[src/rtl/operand_fetch_stage_if.sv]
// rtl/operand_fetch_stage_if.sv - bus bundle for the operand fetch stage
// Purpose: groups the upstream issue, downstream pipeline register, writeback
//   and flush signals of operand_fetch_stage.
// Modports:
//   slave  - the stage itself (consumes in_*/wb_*/flush/out_ready, drives in_ready/out_*)
//   master - the surrounding pipeline / testbench
interface operand_fetch_stage_if #(
  parameter int DATA_W = 32,
  parameter int ADDR_W = 4,
  parameter int CTRL_W = 4
);
  logic              in_valid;
  logic              in_ready;
  logic [ADDR_W-1:0] in_rs_a;
  logic [ADDR_W-1:0] in_rs_b;
  logic [ADDR_W-1:0] in_rd;
  logic              in_rd_we;
  logic [CTRL_W-1:0] in_ctrl;
  logic [DATA_W-1:0] in_imm;

  logic              out_valid;
  logic              out_ready;
  logic [ADDR_W-1:0] out_rs_a;
  logic [ADDR_W-1:0] out_rs_b;
  logic [ADDR_W-1:0] out_rd;
  logic              out_rd_we;
  logic [CTRL_W-1:0] out_ctrl;
  logic [DATA_W-1:0] out_imm;
  logic [DATA_W-1:0] out_a;
  logic [DATA_W-1:0] out_b;

  logic              wb_en;
  logic [ADDR_W-1:0] wb_addr;
  logic [DATA_W-1:0] wb_data;
  logic              flush;

  modport slave (
    input  in_valid, in_rs_a, in_rs_b, in_rd, in_rd_we, in_ctrl, in_imm,
    output in_ready,
    output out_valid, out_rs_a, out_rs_b, out_rd, out_rd_we, out_ctrl, out_imm, out_a, out_b,
    input  out_ready,
    input  wb_en, wb_addr, wb_data, flush
  );

  modport master (
    output in_valid, in_rs_a, in_rs_b, in_rd, in_rd_we, in_ctrl, in_imm,
    input  in_ready,
    input  out_valid, out_rs_a, out_rs_b, out_rd, out_rd_we, out_ctrl, out_imm, out_a, out_b,
    output out_ready,
    output wb_en, wb_addr, wb_data, flush
  );
endinterface

[src/rtl/operand_fetch_stage.sv]
// rtl/operand_fetch_stage.sv - register file, scoreboard and RAW stall for decode-side operand fetch
// Purpose: holds the 16x32 register file and pending-write scoreboard, reads
//   source operands, stalls on RAW hazards and drives the decode/execute
//   pipeline register.
// Ports:
//   clk - rising-edge clock
//   rst - asynchronous active-high reset
//   bus - operand_fetch_stage_if.slave: issue (in_*), pipeline register (out_*),
//         writeback (wb_*), flush
// Build option: BYPASS_EN - writeback data forwarded to operands in the wb cycle.
module operand_fetch_stage #(
  parameter int DATA_W = 32,
  parameter int ADDR_W = 4,
  parameter int CTRL_W = 4
) (
  input logic                  clk,
  input logic                  rst,
  operand_fetch_stage_if.slave bus
);
  localparam int NREGS = 2 ** ADDR_W;

  logic [DATA_W-1:0] r_regs [NREGS];
  logic [NREGS-1:0]  r_pend;

  logic              r_out_valid;
  logic [ADDR_W-1:0] r_out_rs_a;
  logic [ADDR_W-1:0] r_out_rs_b;
  logic [ADDR_W-1:0] r_out_rd;
  logic              r_out_rd_we;
  logic [CTRL_W-1:0] r_out_ctrl;
  logic [DATA_W-1:0] r_out_imm;
  logic [DATA_W-1:0] r_out_a;
  logic [DATA_W-1:0] r_out_b;

  logic              w_byp_a;
  logic              w_byp_b;
  logic              w_hazard;
  logic              w_in_ready;
  logic              w_accept;
  logic [DATA_W-1:0] w_opnd_a;
  logic [DATA_W-1:0] w_opnd_b;
  logic [NREGS-1:0]  w_pend_nxt;

`ifdef BYPASS_EN
  // A writeback landing this cycle satisfies the reader directly.
  assign w_byp_a = bus.wb_en && (bus.wb_addr == bus.in_rs_a) && (bus.in_rs_a != '0);
  assign w_byp_b = bus.wb_en && (bus.wb_addr == bus.in_rs_b) && (bus.in_rs_b != '0);
`else
  // Without forwarding the reader waits for the edge after writeback.
  assign w_byp_a = 1'b0;
  assign w_byp_b = 1'b0;
`endif

  assign w_hazard   = bus.in_valid &&
                      ((r_pend[bus.in_rs_a] && !w_byp_a) || (r_pend[bus.in_rs_b] && !w_byp_b));
  assign w_in_ready = !bus.flush && !w_hazard && (!r_out_valid || bus.out_ready);
  assign w_accept   = bus.in_valid && w_in_ready;

  // r0 is never written, so a plain file read already returns 0 for it.
  assign w_opnd_a = w_byp_a ? bus.wb_data : r_regs[bus.in_rs_a];
  assign w_opnd_b = w_byp_b ? bus.wb_data : r_regs[bus.in_rs_b];

  // Order matters: clears first, then a same-edge set from a new writer wins.
  always_comb begin
    w_pend_nxt = r_pend;
    if (bus.wb_en)
      w_pend_nxt[bus.wb_addr] = 1'b0;
    if (bus.flush && r_out_valid && r_out_rd_we)
      w_pend_nxt[r_out_rd] = 1'b0;
    if (w_accept && bus.in_rd_we)
      w_pend_nxt[bus.in_rd] = 1'b1;
    w_pend_nxt[0] = 1'b0;
  end

  always_ff @(posedge clk or posedge rst) begin
    if (rst) begin
      for (int i = 0; i < NREGS; i++)
        r_regs[i] <= '0;
      r_pend <= '0;
    end else begin
      if (bus.wb_en && (bus.wb_addr != '0))
        r_regs[bus.wb_addr] <= bus.wb_data;
      r_pend <= w_pend_nxt;
    end
  end

  always_ff @(posedge clk or posedge rst) begin
    if (rst) begin
      r_out_valid <= 1'b0;
      r_out_rs_a  <= '0;
      r_out_rs_b  <= '0;
      r_out_rd    <= '0;
      r_out_rd_we <= 1'b0;
      r_out_ctrl  <= '0;
      r_out_imm   <= '0;
      r_out_a     <= '0;
      r_out_b     <= '0;
    end else if (w_accept) begin
      r_out_valid <= 1'b1;
      r_out_rs_a  <= bus.in_rs_a;
      r_out_rs_b  <= bus.in_rs_b;
      r_out_rd    <= bus.in_rd;
      r_out_rd_we <= bus.in_rd_we;
      r_out_ctrl  <= bus.in_ctrl;
      r_out_imm   <= bus.in_imm;
      r_out_a     <= w_opnd_a;
      r_out_b     <= w_opnd_b;
    end else if (bus.flush || bus.out_ready) begin
      // Payload is left in place; only the valid flag drops.
      r_out_valid <= 1'b0;
    end
  end

  assign bus.in_ready  = w_in_ready;
  assign bus.out_valid = r_out_valid;
  assign bus.out_rs_a  = r_out_rs_a;
  assign bus.out_rs_b  = r_out_rs_b;
  assign bus.out_rd    = r_out_rd;
  assign bus.out_rd_we = r_out_rd_we;
  assign bus.out_ctrl  = r_out_ctrl;
  assign bus.out_imm   = r_out_imm;
  assign bus.out_a     = r_out_a;
  assign bus.out_b     = r_out_b;
endmodule

[src/flat_wrapper.sv]
// flat-port wrapper written by rule: the top's interface ports become plain ports
module operand_fetch_stage_flat 
#(
  parameter int DATA_W = 32,
  parameter int ADDR_W = 4,
  parameter int CTRL_W = 4
)
  (clk, rst, bus_in_valid, bus_in_rs_a, bus_in_rs_b, bus_in_rd, bus_in_rd_we, bus_in_ctrl, bus_in_imm, bus_in_ready, bus_out_valid, bus_out_rs_a, bus_out_rs_b, bus_out_rd, bus_out_rd_we, bus_out_ctrl, bus_out_imm, bus_out_a, bus_out_b, bus_out_ready, bus_wb_en, bus_wb_addr, bus_wb_data, bus_flush);
  operand_fetch_stage_if #(.DATA_W(DATA_W), .ADDR_W(ADDR_W), .CTRL_W(CTRL_W)) bus_i ();
  input logic clk;
  input logic rst;
  input wire logic [$bits(bus_i.in_valid)-1:0] bus_in_valid;
  input wire logic [$bits(bus_i.in_rs_a)-1:0] bus_in_rs_a;
  input wire logic [$bits(bus_i.in_rs_b)-1:0] bus_in_rs_b;
  input wire logic [$bits(bus_i.in_rd)-1:0] bus_in_rd;
  input wire logic [$bits(bus_i.in_rd_we)-1:0] bus_in_rd_we;
  input wire logic [$bits(bus_i.in_ctrl)-1:0] bus_in_ctrl;
  input wire logic [$bits(bus_i.in_imm)-1:0] bus_in_imm;
  output wire logic [$bits(bus_i.in_ready)-1:0] bus_in_ready;
  output wire logic [$bits(bus_i.out_valid)-1:0] bus_out_valid;
  output wire logic [$bits(bus_i.out_rs_a)-1:0] bus_out_rs_a;
  output wire logic [$bits(bus_i.out_rs_b)-1:0] bus_out_rs_b;
  output wire logic [$bits(bus_i.out_rd)-1:0] bus_out_rd;
  output wire logic [$bits(bus_i.out_rd_we)-1:0] bus_out_rd_we;
  output wire logic [$bits(bus_i.out_ctrl)-1:0] bus_out_ctrl;
  output wire logic [$bits(bus_i.out_imm)-1:0] bus_out_imm;
  output wire logic [$bits(bus_i.out_a)-1:0] bus_out_a;
  output wire logic [$bits(bus_i.out_b)-1:0] bus_out_b;
  input wire logic [$bits(bus_i.out_ready)-1:0] bus_out_ready;
  input wire logic [$bits(bus_i.wb_en)-1:0] bus_wb_en;
  input wire logic [$bits(bus_i.wb_addr)-1:0] bus_wb_addr;
  input wire logic [$bits(bus_i.wb_data)-1:0] bus_wb_data;
  input wire logic [$bits(bus_i.flush)-1:0] bus_flush;
  assign bus_i.in_valid = bus_in_valid;
  assign bus_i.in_rs_a = bus_in_rs_a;
  assign bus_i.in_rs_b = bus_in_rs_b;
  assign bus_i.in_rd = bus_in_rd;
  assign bus_i.in_rd_we = bus_in_rd_we;
  assign bus_i.in_ctrl = bus_in_ctrl;
  assign bus_i.in_imm = bus_in_imm;
  assign bus_in_ready = bus_i.in_ready;
  assign bus_out_valid = bus_i.out_valid;
  assign bus_out_rs_a = bus_i.out_rs_a;
  assign bus_out_rs_b = bus_i.out_rs_b;
  assign bus_out_rd = bus_i.out_rd;
  assign bus_out_rd_we = bus_i.out_rd_we;
  assign bus_out_ctrl = bus_i.out_ctrl;
  assign bus_out_imm = bus_i.out_imm;
  assign bus_out_a = bus_i.out_a;
  assign bus_out_b = bus_i.out_b;
  assign bus_i.out_ready = bus_out_ready;
  assign bus_i.wb_en = bus_wb_en;
  assign bus_i.wb_addr = bus_wb_addr;
  assign bus_i.wb_data = bus_wb_data;
  assign bus_i.flush = bus_flush;
  operand_fetch_stage #(.DATA_W(DATA_W), .ADDR_W(ADDR_W), .CTRL_W(CTRL_W)) u_core (.clk(clk), .rst(rst), .bus(bus_i));
endmodule
[config.mk]
export PLATFORM = sky130hd
export DESIGN_NAME = operand_fetch_stage_flat
export DESIGN_NICKNAME = d
export VERILOG_FILES = /design/src/rtl/operand_fetch_stage_if.sv /design/src/rtl/operand_fetch_stage.sv /design/src/flat_wrapper.sv
export SDC_FILE = /design/constraint.sdc
export NUM_CORES = 1
export LEC_CHECK = 0
export CORE_MARGIN = 3
export CORE_UTILIZATION = 50
export CTS_BUF_LIST = sky130_fd_sc_hd__clkbuf_8 sky130_fd_sc_hd__clkbuf_16
export DETAILED_ROUTE_END_ITERATION = 12
export GPL_TIMING_DRIVEN = 0
export HOLD_SLACK_MARGIN = 0.1
export PLACE_DENSITY = 0.71
export SYNTH_ARGS = -nofsm -noshare
export SYNTH_HDL_FRONTEND = slang
export SYNTH_SLANG_ARGS = --single-unit
export TNS_END_PERCENT = 30
[constraint.sdc]
create_clock -name clk -period 26.4 [get_ports clk]
set_input_delay 3.96 -clock clk [delete_from_list [all_inputs] [get_ports clk]]
set_output_delay 3.96 -clock clk [all_outputs]
set_load 0.005 [all_outputs]
==> results.json <==
{
  "grt_max_degree": 123,
  "grt_pass1_vias": 20700,
  "cts_tree": "yes",
  "p_leak_nw": 15.2,
  "firstDrtPassIters": 5,
  "rsz0062_at_grt": "false",
  "clk_latency_ps": 600,
  "ys_ff_latch": 641,
  "antenna_found_initial": 3,
  "numCtsBuffers": 71,
  "crit_fanout": 10,
  "start_kind": "input port",
  "die_x_um": 257,
  "slew_violations": 0,
  "register_area_um2": 16000,
  "ios": 206,
  "cts.reportedPaths.clkPinSlew_ps": 60,
  "overflow": 0,
  "grt_pass1_wl_um": 135000,
  "routed_wl_um": 90500,
  "drt_iter0_drc": 1977,
  "swShare": 0.263,
  "grt_busiest_layer": "met2",
  "synth_top_area_frac": 0.508,
  "nets": 2244,
  "met3_usage": 0.0577,
  "n_fill_cell": 4660,
  "fmax_ghz": 0.0954,
  "final.min_clock_period_ps": 10480,
  "wl_per_cell_um": 29.7,
  "power.total_mw": 3.19,
  "drc": 0,
  "via_per_inst": 6.42,
  "arrival_ps": 6520,
  "grtUsageTotal": 0.275,
  "seq_area_frac_synth": 0.508,
  "cts_max_path_buffers": 3,
  "skew_ps": 15.9,
  "rrSetupSlack_ps": 23040,
  "fin_util": 0.598,
  "synth_nets": 1969,
  "clock-sinks": 641,
  "hold_path.class": "reg2reg",
  "portBuffers": 197,
  "use_met1": 0.366,
  "synth.area.top_cells": "dfrtp_1 (51%), mux4_2 (23%), mux2_2 (19%)",
  "internal-power_mw": 2.35,
  "cp-end-kind": "primary output",
  "multiInputGateArea_um2": 14700,
  "dieArea_um2": 66200,
  "pwr-share-clk": 0.324,
  "drive_above_1_share": 0.468,
  "netlist_instances": 1878,
  "ctsHoldBuffers": 0,
  "dpl.hpwl_um": 59000,
  "irDropWorstVdd_uv": 49.8,
  "maxCapViolations": 0,
  "die_h_um": 257,
  "initial_core_util": 0.508,
  "period_share": 0.397,
  "hold_violations": 0,
  "synth_edf_count": 0,
  "postRouteAntennaNets": 0,
  "row_count": 91,
  "syn2layout_area_growth_pct": 17.7,
  "pwr-share-seq": 0.437,
  "status": "complete, no violations",
  "via_count": 19600,
  "yosysUniqueCellTypes": 36,
  "netlist_area_um2": 31600,
  "power_density_nw_per_um2": 85.6,
  "cts_setup_buffers": 0,
  "setup_viol": 0,
  "power.switching_uw": 837,
  "gp_congestion": 0.853,
  "worst_pin_slew_ps": 1320,
  "worst_ep_required_time_ps": 22440,
  "crit_type": "in2out",
  "maxSlewHeadroom": 0.119,
  "synthArstFlopShare": 1.00,
  "synth_top_cell_by_area": "dfrtp_1",
  "cts.repair.resized": 0,
  "avgSynthCellArea_um2": 16.8,
  "use_met2": 0.448,
  "ys.flop_type": "dfrtp_1",
  "core_area_um2": 62200,
  "p_comb_frac": 0.239,
  "htreeDepth": 3,
  "cts_root_buf": "clkbuf_16",
  "ys_warn_count": 0
}
through the flow:
step / setup slack [ps] / instance area (µm²) / hold WS, ps / setup TNS [ps] / std cells
2_1_floorplan: 4480 / 31600 / 441 / 0 / 1878
6_report: 15920 / 37200 / 479 / 0 / 3046
3_5_place_dp: 15980 / 34800 / 467 / 0 / 2917
4_1_cts: 15950 / 37200 / 481 / 0 / 3044
5_1_grt: 15840 / 37200 / 493 / 0 / 3045
3_3_place_gp: -2240 / 34600 / 454 / -1354250 / 2912
area by class of cell:
cell class | count | area share
multi-input cells | 1024 | 0.395
diodes | 2 | 0.000135
clock buffers | 90 | 0.0554
well taps | 837 | 0.0281
flip-flops and latches | 641 | 0.431
plain buffers | 208 | 0.0230
clock inverters | 37 | 0.0101
inverters | 5 | 0.000706
repair buffers | 202 | 0.0567
power groups by stage:
stage | Clock (mW) | Sequential [mW] | Combinational (mW)
2_1_floorplan | 0 | 1.36 | 0.478
3_3_place_gp | 0 | 1.38 | 0.741
3_5_place_dp | 0 | 1.40 | 0.762
4_1_cts | 1.05 | 1.39 | 0.767
5_1_grt | 1.09 | 1.42 | 0.806
6_report | 1.03 | 1.39 | 0.760
final timing paths:
kind | start | cells past startpoint | end
min in group asynchronous | rst | 2 | u_core.bus.out_imm[0]$_DFFE_PP0P_
worst min-delay path | u_core.r_regs[501]$_DFFE_PP0P_ | 1 | u_core.r_regs[501]$_DFFE_PP0P_
worst min register to register | u_core.r_regs[501]$_DFFE_PP0P_ | 1 | u_core.r_regs[501]$_DFFE_PP0P_
max in group asynchronous | rst | 4 | u_core.r_regs[333]$_DFFE_PP0P_
worst max-delay path | bus_in_rs_b[2] | 8 | bus_in_ready
worst max register to register | u_core.r_pend[1]$_DFF_PP0_ | 7 | u_core.bus.out_a[12]$_DFFE_PP0P_
cell families after synthesis:
group           count (synthesis)  share of synthesized area
mux                           923                      0.444
flops                         641                      0.508
buf+inv                       213                     0.0276
simple gates                   64                     0.0114
compound gates                 37                    0.00903
cell usage in the layout (no fill, tap or decap), types with 8 or more instances in the layout:
master	netlist	routed
nor2_1	14	14
o31ai_1	10	10
inv_1	5	11
nand3b_1	8	8
clkbuf_16	0	73
clkdlybuf4s50_1	0	197
dfrtp_1	641	641
clkbuf_8	0	17
nand2b_1	11	11
mux2_1	59	59
clkinv_2	0	15
mux2_2	538	538
clkbuf_1	159	159
mux4_2	324	324
buf_4	8	8
buf_2	35	35
Yosys cell counts (3+ instances only):
library cell	count
o21ai_0	5
nand3_1	7
nand2_1	7
nand2b_1	11
buf_4	8
o221ai_1	5
mux4_2	324
o41ai_1	3
mux2_2	538
dfrtp_1	641
mux2_1	59
buf_2	35
o311ai_0	3
inv_1	5
clkbuf_1	159
o31ai_1	10
nor2_1	14
nand3b_1	8
nor2b_1	6
buf_1	6
sequential cells by signal, indices dropped and copies added (netlist names):
| signal | flops |
|---|---|
| u_core.bus.out_rd_we | 1 |
| u_core.bus.out_rs_a | 4 |
| u_core.bus.out_rd | 4 |
| u_core.bus.out_imm | 32 |
| u_core.r_pend | 15 |
| u_core.bus.out_ctrl | 4 |
| u_core.bus.out_b | 32 |
| u_core.bus.out_a | 32 |
| u_core.r_regs | 512 |
| u_core.bus.out_valid | 1 |
| u_core.bus.out_rs_b | 4 |
layer usage:
| layer | share of wire | vias up |
|---|---|---|
| li1 | - | 7845 |
| met1 | 0.40 | 10600 |
| met2 | 0.49 | 866 |
| met3 | 0.071 | 239 |
| met4 | 0.039 | 2 |
| met5 | 0.00012 | - |
critical path, cell delays in order:
cell	delay [ps]
clkdlybuf4s50_1	550
buf_2	360
mux4_2	260
nor2_1	40
a311oi_1	490
o31ai_1	180
and2_1	180
clkdlybuf4s50_1	480
Power figures use the tool's default switching activity.
==> RTL change (same flow settings) <==
Reset style: synchronous (`rst`), changed in 2 clocked blocks. Comments in the files are not updated.
--- a/src/rtl/operand_fetch_stage.sv
+++ b/src/rtl/operand_fetch_stage.sv
@@ -72,7 +72,7 @@
     w_pend_nxt[0] = 1'b0;
   end
 
-  always_ff @(posedge clk or posedge rst) begin
+  always_ff @(posedge clk) begin
     if (rst) begin
       for (int i = 0; i < NREGS; i++)
         r_regs[i] <= '0;
@@ -84,7 +84,7 @@
     end
   end
 
-  always_ff @(posedge clk or posedge rst) begin
+  always_ff @(posedge clk) begin
     if (rst) begin
       r_out_valid <= 1'b0;
       r_out_rs_a  <= '0;
Check against the original RTL: not settled (the Yosys comparison gave no result); the edit may change what the design does.
==> RTL change against the unedited design <==
- global-route usage grew 4.0 points
- largest cell class unchanged
- critical endpoint unchanged
- non-clock buffer count grew 42
- design area grew 2.7%
- routed wire length grew 17%
- synthesized cell count grew 16%
- via count grew 14%
- synthesized area grew 2.2%
- highest routed layer is now met4
- sequential cell count is the same
- sequential share of layout area grew 3.9 points
- die area grew 2.1%
- fmax shrank 6.3%
- setup slack lost 0.71 ns
Power is not compared: it rests on default switching activity, and its combinational part moved more than twofold at a synthesized area within 25%.
==> RTL change: results (changes against the unedited design) <==
# rows 92 (was 91); reg-to-reg slack, setup 23.74 ns (was 23.04 ns); R2R depth 6 (was 7); Seq/Total Area, Yosys 55.6% (was 50.8%); antenna violations before repair 1 (was 3); worst setup path startpoint bus_in_rs_b[2] (unchanged); HPWL after detailed placement 75300 um (was 59000 um); routed vias/inst 6.55 (was 6.42); fraction of layout cells with a size suffix above 1 20.8% (was 46.8%); n_diodes 0 (was 2); DR iter-0 viols 3248 (was 1977); placed cell count 3274 (was 2917); worst skew pair latency 0.62 ns (was 0.60 ns); routability cong. 0.936 (was 0.853); vias in the first global route 23.0k (was 20.7k); cells after synthesis 2183 (was 1878); Critical R2R Capture u_core.bus.out_a[6] (was u_core.bus.out_a[12]); nets@finish 2592 (was 2244); post-route ant nets 0 (unchanged); first-pass GRT wire length 153000 um (was 135000 um); hold wc startpoint u_core.bus.out_b[5] (was u_core.r_regs[501]); Post-synth EDFFs 512 (was 0); CP Max Fanout 10 (unchanged); crit path DAT 7.22 ns (was 6.52 ns); Fin Hold WS 0.468 ns (was 0.479 ns); Hold Path Stages 2 (was 1); GR Overflow Total 0 (unchanged); Port Buffers 199 (was 197); Synth area leaders edfxtp_1, mux4_2, and2_1 (was dfrtp_1, mux4_2, mux2_2); Final Skew 0.0296 ns (was 0.0159 ns); largest net degree at the start of global routing 33 (was 123); worst-margin pin slew 1.41 ns (was 1.32 ns); most common library cells after synthesis edfxtp_1, and2_1, mux4_2, clkbuf_1, dfxtp_1 (was dfrtp_1, mux2_2, mux4_2, clkbuf_1, mux2_1); CP peak stage delay 0.71 ns (was 0.55 ns); status completed (unchanged); Netlist cell types 45 (was 36); Pre-Repair DR Iteration Count 9 (was 5); Tot GR Track Use 31.5% (was 27.5%); multiplexer area fraction after synthesis 22.8% (was 44.4%); reg2reg start u_core.r_pend[14] (was u_core.r_pend[1]); Post-synth ARST share 0% (was 100%); Top FF cell, synth edfxtp_1 (was dfrtp_1); Compound-Gate Fraction of Synth Area 5.81% (was 0.903%); final std cells w/o fill 3404 (was 3046); Worst Hold Endpoint u_core.bus.out_b[5] (was u_core.r_regs[501]); WL/cell 31.0 um (was 29.7 um)
-- RTL change: routing by layer --
layer	share of wire [%]	vias up	wire, um	GRT usage, %
met2	47	1528	49200	50.1
met3	13	285	13300	9.74
met5	0	-	0	0
li1	-	9156	-	-
met4	5.1	0	5360	14.7
met1	36	11300	37700	39.8
-- RTL change: stage by stage --
stage | instance area [um2] | worst slack (ns)
floorplan | 32400 | 16.89
global placement | 35500 | 15.33
detailed placement | 35900 | 15.34
CTS | 38200 | 15.34
global route | 38200 | 15.15
finish | 38200 | 15.22
-- RTL change: layout make-up --
| class | count | area [um2] |
|---|---|---|
| fillers | 4805 | 25200 |
| flip-flops and latches | 641 | 18000 |
| multi-input cells | 1330 | 13500 |
| repair buffers | 214 | 2340 |
| clock buffers | 82 | 1980 |
| well taps | 846 | 1060 |
| plain buffers | 238 | 1010 |
| clock inverters | 48 | 323 |
| inverters | 5 | 18.8 |
